===== src/rtl/vga_timing_pkg.sv =====
// rtl/vga_timing_pkg.sv - default 640x480 VGA timing constants and derived-size helpers
// Shared by the frame counter and the porch generator.
package vga_timing_pkg;

    localparam int DEF_H_ACTIVE   = 640;
    localparam int DEF_H_FRONT    = 16;
    localparam int DEF_H_SYNC     = 96;
    localparam int DEF_H_BACK     = 48;
    localparam int DEF_V_ACTIVE   = 480;
    localparam int DEF_V_FRONT    = 10;
    localparam int DEF_V_SYNC     = 2;
    localparam int DEF_V_BACK     = 33;
    localparam bit DEF_H_POL      = 1'b0;
    localparam bit DEF_V_POL      = 1'b0;
    localparam int DEF_PIPE_DELAY = 2;

    function automatic int timing_total(input int active, input int front,
                                        input int sync, input int back);
        return active + front + sync + back;
    endfunction

    // A one-position axis still needs a one-bit counter.
    function automatic int counter_width(input int total);
        return (total > 1) ? $clog2(total) : 1;
    endfunction

    localparam int DEF_H_TOTAL = timing_total(DEF_H_ACTIVE, DEF_H_FRONT, DEF_H_SYNC, DEF_H_BACK);
    localparam int DEF_V_TOTAL = timing_total(DEF_V_ACTIVE, DEF_V_FRONT, DEF_V_SYNC, DEF_V_BACK);
    localparam int DEF_COL_W   = counter_width(DEF_H_TOTAL);
    localparam int DEF_ROW_W   = counter_width(DEF_V_TOTAL);

    typedef struct packed {
        logic hsync;
        logic vsync;
        logic active;
        logic frame_start;
    } sync_flags_t;

endpackage


===== src/rtl/vga_frame_counter.sv =====
// rtl/vga_frame_counter.sv - column/row counter resynchronised on every VSync rising edge
// A rising edge forces (0,0) and overrides any wrap in the same cycle.
module vga_frame_counter
    import vga_timing_pkg::*;
#(
    parameter int H_TOTAL = DEF_H_TOTAL,
    parameter int V_TOTAL = DEF_V_TOTAL,
    parameter int COL_W   = counter_width(H_TOTAL),
    parameter int ROW_W   = counter_width(V_TOTAL)
) (
    input  logic             clk,
    input  logic             rst,
    input  logic             i_vsync,
    output logic [COL_W-1:0] o_col,
    output logic [ROW_W-1:0] o_row
);

    logic [COL_W-1:0] col_q, col_d;
    logic [ROW_W-1:0] row_q, row_d;
    logic             vsync_prev_q, vsync_prev_d;
    logic             frame_edge;
    logic             col_last;
    logic             row_last;

    always_comb begin
        col_d        = col_q;
        row_d        = row_q;
        vsync_prev_d = i_vsync;
        frame_edge   = i_vsync && !vsync_prev_q;
        col_last     = (col_q == COL_W'(H_TOTAL - 1));
        row_last     = (row_q == ROW_W'(V_TOTAL - 1));

        if (frame_edge) begin
            col_d = '0;
            row_d = '0;
        end else if (col_last) begin
            col_d = '0;
            row_d = row_last ? '0 : row_q + ROW_W'(1);
        end else begin
            col_d = col_q + COL_W'(1);
        end
    end

    always_ff @(posedge clk) begin
        if (rst) begin
            col_q        <= '0;
            row_q        <= '0;
            vsync_prev_q <= 1'b0;
        end else begin
            col_q        <= col_d;
            row_q        <= row_d;
            vsync_prev_q <= vsync_prev_d;
        end
    end

    assign o_col = col_q;
    assign o_row = row_q;

endmodule


===== src/rtl/vga_sync_porch_gen.sv =====
// rtl/vga_sync_porch_gen.sv - porched HSync/VSync, active and frame-start with aligned video delay
// Define VGA_PORCH_BLANK_EN to force video to zero outside the visible area.
module vga_sync_porch_gen
    import vga_timing_pkg::*;
#(
    parameter int VIDEO_WIDTH = 3,
    parameter int H_ACTIVE    = DEF_H_ACTIVE,
    parameter int H_FRONT     = DEF_H_FRONT,
    parameter int H_SYNC      = DEF_H_SYNC,
    parameter int H_BACK      = DEF_H_BACK,
    parameter int V_ACTIVE    = DEF_V_ACTIVE,
    parameter int V_FRONT     = DEF_V_FRONT,
    parameter int V_SYNC      = DEF_V_SYNC,
    parameter int V_BACK      = DEF_V_BACK,
    parameter bit H_POL       = DEF_H_POL,
    parameter bit V_POL       = DEF_V_POL,
    parameter int PIPE_DELAY  = DEF_PIPE_DELAY
) (
    input  logic                   i_Clk,
    input  logic                   i_Rst,
    input  logic                   i_HSync,
    input  logic                   i_VSync,
    input  logic [VIDEO_WIDTH-1:0] i_Red_Video,
    input  logic [VIDEO_WIDTH-1:0] i_Grn_Video,
    input  logic [VIDEO_WIDTH-1:0] i_Blu_Video,
    output logic                   o_HSync,
    output logic                   o_VSync,
    output logic [VIDEO_WIDTH-1:0] o_Red_Video,
    output logic [VIDEO_WIDTH-1:0] o_Grn_Video,
    output logic [VIDEO_WIDTH-1:0] o_Blu_Video,
    output logic                   o_Active,
    output logic                   o_Frame_Start
);

    localparam int H_TOTAL      = timing_total(H_ACTIVE, H_FRONT, H_SYNC, H_BACK);
    localparam int V_TOTAL      = timing_total(V_ACTIVE, V_FRONT, V_SYNC, V_BACK);
    localparam int COL_W        = counter_width(H_TOTAL);
    localparam int ROW_W        = counter_width(V_TOTAL);
    localparam int H_SYNC_FIRST = H_ACTIVE + H_FRONT;
    localparam int H_SYNC_LAST  = H_SYNC_FIRST + H_SYNC - 1;
    localparam int V_SYNC_FIRST = V_ACTIVE + V_FRONT;
    localparam int V_SYNC_LAST  = V_SYNC_FIRST + V_SYNC - 1;
    // The counter itself supplies one cycle of latency to the flag path.
    localparam int SYNC_STAGES  = PIPE_DELAY - 1;

    typedef struct packed {
        logic [VIDEO_WIDTH-1:0] red;
        logic [VIDEO_WIDTH-1:0] grn;
        logic [VIDEO_WIDTH-1:0] blu;
    } pixel_t;

    localparam sync_flags_t FLAGS_RST = {~H_POL, ~V_POL, 1'b0, 1'b0};

    logic [COL_W-1:0] col;
    logic [ROW_W-1:0] row;
    sync_flags_t      pixel_flags;
    sync_flags_t      sync_pipe_q [SYNC_STAGES];
    sync_flags_t      sync_pipe_d [SYNC_STAGES];
    pixel_t           vid_pipe_q  [PIPE_DELAY];
    pixel_t           vid_pipe_d  [PIPE_DELAY];
    sync_flags_t      out_flags;
    pixel_t           out_pixel;
    logic             unused_hsync;

    // Position is rebuilt from the frame edge alone; i_HSync only marks where the video is valid.
    assign unused_hsync = i_HSync;

    vga_frame_counter #(
        .H_TOTAL (H_TOTAL),
        .V_TOTAL (V_TOTAL),
        .COL_W   (COL_W),
        .ROW_W   (ROW_W)
    ) u_frame_counter (
        .clk     (i_Clk),
        .rst     (i_Rst),
        .i_vsync (i_VSync),
        .o_col   (col),
        .o_row   (row)
    );

    always_comb begin
        pixel_flags             = FLAGS_RST;
        pixel_flags.hsync       = ((col >= COL_W'(H_SYNC_FIRST)) && (col <= COL_W'(H_SYNC_LAST)))
                                  ? H_POL : ~H_POL;
        pixel_flags.vsync       = ((row >= ROW_W'(V_SYNC_FIRST)) && (row <= ROW_W'(V_SYNC_LAST)))
                                  ? V_POL : ~V_POL;
        pixel_flags.active      = (col < COL_W'(H_ACTIVE)) && (row < ROW_W'(V_ACTIVE));
        pixel_flags.frame_start = (col == '0) && (row == '0);
    end

    always_comb begin
        sync_pipe_d    = sync_pipe_q;
        sync_pipe_d[0] = pixel_flags;
        for (int i = 1; i < SYNC_STAGES; i++) begin
            sync_pipe_d[i] = sync_pipe_q[i-1];
        end

        vid_pipe_d    = vid_pipe_q;
        vid_pipe_d[0] = '{red: i_Red_Video, grn: i_Grn_Video, blu: i_Blu_Video};
        for (int i = 1; i < PIPE_DELAY; i++) begin
            vid_pipe_d[i] = vid_pipe_q[i-1];
        end
    end

    always_ff @(posedge i_Clk) begin
        if (i_Rst) begin
            for (int i = 0; i < SYNC_STAGES; i++) begin
                sync_pipe_q[i] <= FLAGS_RST;
            end
            for (int i = 0; i < PIPE_DELAY; i++) begin
                vid_pipe_q[i] <= '0;
            end
        end else begin
            sync_pipe_q <= sync_pipe_d;
            vid_pipe_q  <= vid_pipe_d;
        end
    end

    assign out_flags = sync_pipe_q[SYNC_STAGES-1];

`ifdef VGA_PORCH_BLANK_EN
    assign out_pixel = out_flags.active ? vid_pipe_q[PIPE_DELAY-1] : '0;
`else
    assign out_pixel = vid_pipe_q[PIPE_DELAY-1];
`endif

    assign o_HSync       = out_flags.hsync;
    assign o_VSync       = out_flags.vsync;
    assign o_Active      = out_flags.active;
    assign o_Frame_Start = out_flags.frame_start;
    assign o_Red_Video   = out_pixel.red;
    assign o_Grn_Video   = out_pixel.grn;
    assign o_Blu_Video   = out_pixel.blu;

endmodule


===== config.mk =====
export PLATFORM = sky130hd
export DESIGN_NAME = vga_sync_porch_gen
export DESIGN_NICKNAME = d
export VERILOG_FILES = /design/src/rtl/vga_timing_pkg.sv /design/src/rtl/vga_frame_counter.sv /design/src/rtl/vga_sync_porch_gen.sv
export SDC_FILE = /design/constraint.sdc
export NUM_CORES = 1
export LEC_CHECK = 0
export BUFFER_PORTS_ARGS = -buffer_cell sky130_fd_sc_hd__buf_2
export CELL_PAD_IN_SITES_DETAIL_PLACEMENT = 0
export CELL_PAD_IN_SITES_GLOBAL_PLACEMENT = 1
export CORE_ASPECT_RATIO = 1.1
export CORE_UTILIZATION = 28
export CTS_BUF_LIST = sky130_fd_sc_hd__clkbuf_8
export CTS_CLUSTER_SIZE = 24
export DETAILED_ROUTE_END_ITERATION = 7
export PLACE_DENSITY = 0.51
export SLEW_MARGIN = 30
export SYNTH_ARGS = -nofsm -noshare
export SYNTH_HDL_FRONTEND = slang
export SYNTH_HIERARCHICAL = 1
export SYNTH_SLANG_ARGS = --single-unit

===== constraint.sdc =====
create_clock -name i_Clk -period 2.21 [get_ports i_Clk]
set_input_delay 0.221 -clock i_Clk [delete_from_list [all_inputs] [get_ports i_Clk]]
set_output_delay 0.221 -clock i_Clk [all_outputs]
set_load 0.03 [all_outputs]

==> flow_summary.toml <==
[cts]
clock-sinks = 43
clk_pin_slew_ps = 80
cts_setup_buffers = 0
cts_resized = 0
cts_tree = "built"
cts_buffers = 5
hold_buffers = 0
cts_root_buf = "clkbuf_8"
clock_path_buffers = 2
htreeDepth = 2
clock_latency_ps = 290

[global_route]
grt_pass1_vias = 1264
grt_first_pass_wirelength_um = 6203
gr-total-overflow = 0
grt_max_degree = 16
grt_usage_pct = 13.63
antenna_found_initial = 0

[sta]
rsz0062_at_grt = "no"
drv_slew = 0
fmaxAchievable_ghz = 0.4849
worstMarginPinSlew_ps = 387.7
fin_ws_ps = 147.8
setup_viol = 0
skew_ps = 4.452
whs_ps = 131.8
tns_ps = 0
min_period_over_period_pct = 93.31
min_period_ps = 2062
max-slew-margin-rel_pct = 74.15
hold_viol = 0

[place]
pre_cts_ws_ps = 166.0
portBuffers = 24
gp_congestion = 0.7664
dp_hpwl_um = 2701

[setup_path]
path_cells = "ha_1 > nand4_1 > or4_4 > or4_4 > a21oi_2"
startpoint = "u_frame_counter/o_col[1]$_SDFF_PP0_"
critPathBufInv = 0
end_kind = "register"
reg2reg_from = "u_frame_counter/o_col[1]$_SDFF_PP0_"
cp.required_ps = 2440
crit_top_cell = "or4_4"
critical_path.top_delay_family = "simple AND/OR/NAND/NOR gates"
reg2regPathDepth = 5
worst_ep_arrival_time_ps = 2290
timing.rr.end = "u_frame_counter/o_row[9]$_SDFFE_PP0N_"
critPathMaxStageDelay_ps = 630
path_max_fanout = 6
crit_type = "reg2reg"
start_kind = "register"
r2r_slack_ps = 150
crit_slowest_cell = "or4_4"

[layout]
nFillCells = 604
num_antenna_cells = 0
final_common_cell = "dfxtp_1"
drive_gt1_share_pct = 21.13
area_growth_pct = 22.02
layout.cells.most_common_list = "dfxtp_1, buf_2, nor2b_1, nand2_1, nor2_1"
final_core_util_pct = 36.32
num-nets-final = 228

[yosys]
ys_ff_latch = 43
synth_edf_count = 0
postSynthCellCount = 174
synthFlopType = "dfxtp_1"
async_flop_share_pct = 0
yosysSeqAreaShare_pct = 52.24
yosysTopAreaCell = "dfxtp_1"
ys_types = 29
netlist.area_leader.share_pct = 52.24
synth_area_sq_mm = 0.001648
syn_nets = 190
synth_area_leaders = "dfxtp_1, nor2b_1, nand3_1, nand2_1, nor2_1"
yosys_warnings = 6
avgSynthCellArea_sq_um = 9.470

[route]
viasPerCell = 4.646
drtIter0Drc = 65
first_pass_iters = 4
via_count = 1338
drt-total-wl_um = 3758
detail-route-antenna-nets = 0
drcViolationCount = 0
wl_per_cell_um = 13.05

[worst_hold_path]
hold_class = "in2reg"
hold_depth = 2
hold_end = "vid_pipe_d[7]$_SDFF_PP0_"
hold_start = "i_Red_Video[1]"

[power]
p_int_mw = 1.044
power.leakage_nw = 0.7632
swShare_pct = 23.73
p_per_area_mw_per_mm2 = 680.8
seq_power_share_pct = 58.5
power_frac_clock_pct = 35.4
switchingPower_mw = 0.3248
power.total_mw = 1.369
irDropWorstVdd_uv = 282.3
combPwrFrac_pct = 6.1

[die]
initial_core_util_pct = 29.77
die_x_um = 75.15
rows = 28
dieArea_sq_mm = 0.006196
die_h_um = 82.46
fp.coreArea_sq_mm = 0.005535
num_io_pins = 26

[run_status]
outcome = "finished clean"

[run]
maxCapViolCount = 0
-- worst max path at each step --
| stage | slack, ps | endpoint | cells past startpoint |
|---|---|---|---|
| after floorplan | 250 | u_frame_counter/o_row[9]$_SDFFE_PP0N_ | 5 |
| after global placement | 190 | u_frame_counter/o_row[9]$_SDFFE_PP0N_ | 5 |
| after detailed placement | 170 | u_frame_counter/o_row[9]$_SDFFE_PP0N_ | 5 |
| after CTS | 140 | u_frame_counter/o_row[9]$_SDFFE_PP0N_ | 5 |
| after global routing | 20 | u_frame_counter/o_row[9]$_SDFFE_PP0N_ | 5 |
| final | 150 | u_frame_counter/o_row[9]$_SDFFE_PP0N_ | 5 |
-- power by group through the flow --
| stage | registers [mW] | logic, mW | clock network [mW] |
|---|---|---|---|
| 3_5_place_dp | 0.819 | 0.0848 | 0 |
| 2_1_floorplan | 0.839 | 0.0292 | 0 |
| 3_3_place_gp | 0.819 | 0.0833 | 0 |
| 5_1_grt | 0.804 | 0.0906 | 0.540 |
| 6_report | 0.801 | 0.0829 | 0.485 |
| 4_1_cts | 0.801 | 0.0849 | 0.508 |
-- final cells by class --
type	instances	area [sq um]	share of cell area, %
flip-flops and latches	43	860.8	42.81
well taps	75	93.84	4.667
inverters	5	18.77	0.9334
multi-input cells	123	757.0	37.65
clock buffers	5	68.82	3.423
clock inverters	3	16.27	0.8090
repair buffers	34	195.2	9.708
-- cell families after synthesis --
group	Yosys count	synth area share [%]
AND/OR/NAND/NOR	93	32.57
adder cells (fa/ha/maj)	3	2.278
buffers and inverters	8	1.822
XOR/XNOR	10	5.315
AO/OA/AOI/OAI	17	5.771
flip-flops	43	52.24
-- stage by stage --
stage / area [sq um] / std cells
6_report: 2011 / 288
2_1_floorplan: 1648 / 174
3_3_place_gp: 1926 / 280
4_1_cts: 2011 / 288
5_1_grt: 2011 / 288
3_5_place_dp: 1926 / 280
-- worst register-to-register path, cell delays in order, from the launching register on --
cell	delay, ps
dfxtp_1	390
ha_1	190
nand4_1	220
or4_4	630
or4_4	440
a21oi_2	140
-- registers in the layout (all words and copies together) (netlist names) --
name / count
o_Red_Video: 3
o_Blu_Video: 3
u_frame_counter/o_row: 10
u_frame_counter/o_col: 10
vid_pipe_d: 9
u_frame_counter/vsync_prev_q: 1
o_VSync: 1
o_Frame_Start: 1
o_Grn_Video: 3
o_Active: 1
o_HSync: 1
-- metal layers --
layer	vias up	wire [um]	track usage [%]
met3	2	140	2.913
met4	0	23	5.556
met2	29	1830	21.53
met1	619	1763	18.04
met5	-	0	0
li1	688	-	-
-- synthesized netlist by cell type (5+ instances only) --
library cell  count
or3_1             7
a21oi_1           7
nand4_1           6
nand2_1          13
xnor2_1           5
xor2_1            5
or4_1             5
nor4_1            5
nor2b_1          19
o21ai_0           5
inv_1             5
dfxtp_1          43
nand3_1          12
nor2_1           13
Note: power is estimated with default switching activity, not from simulation.
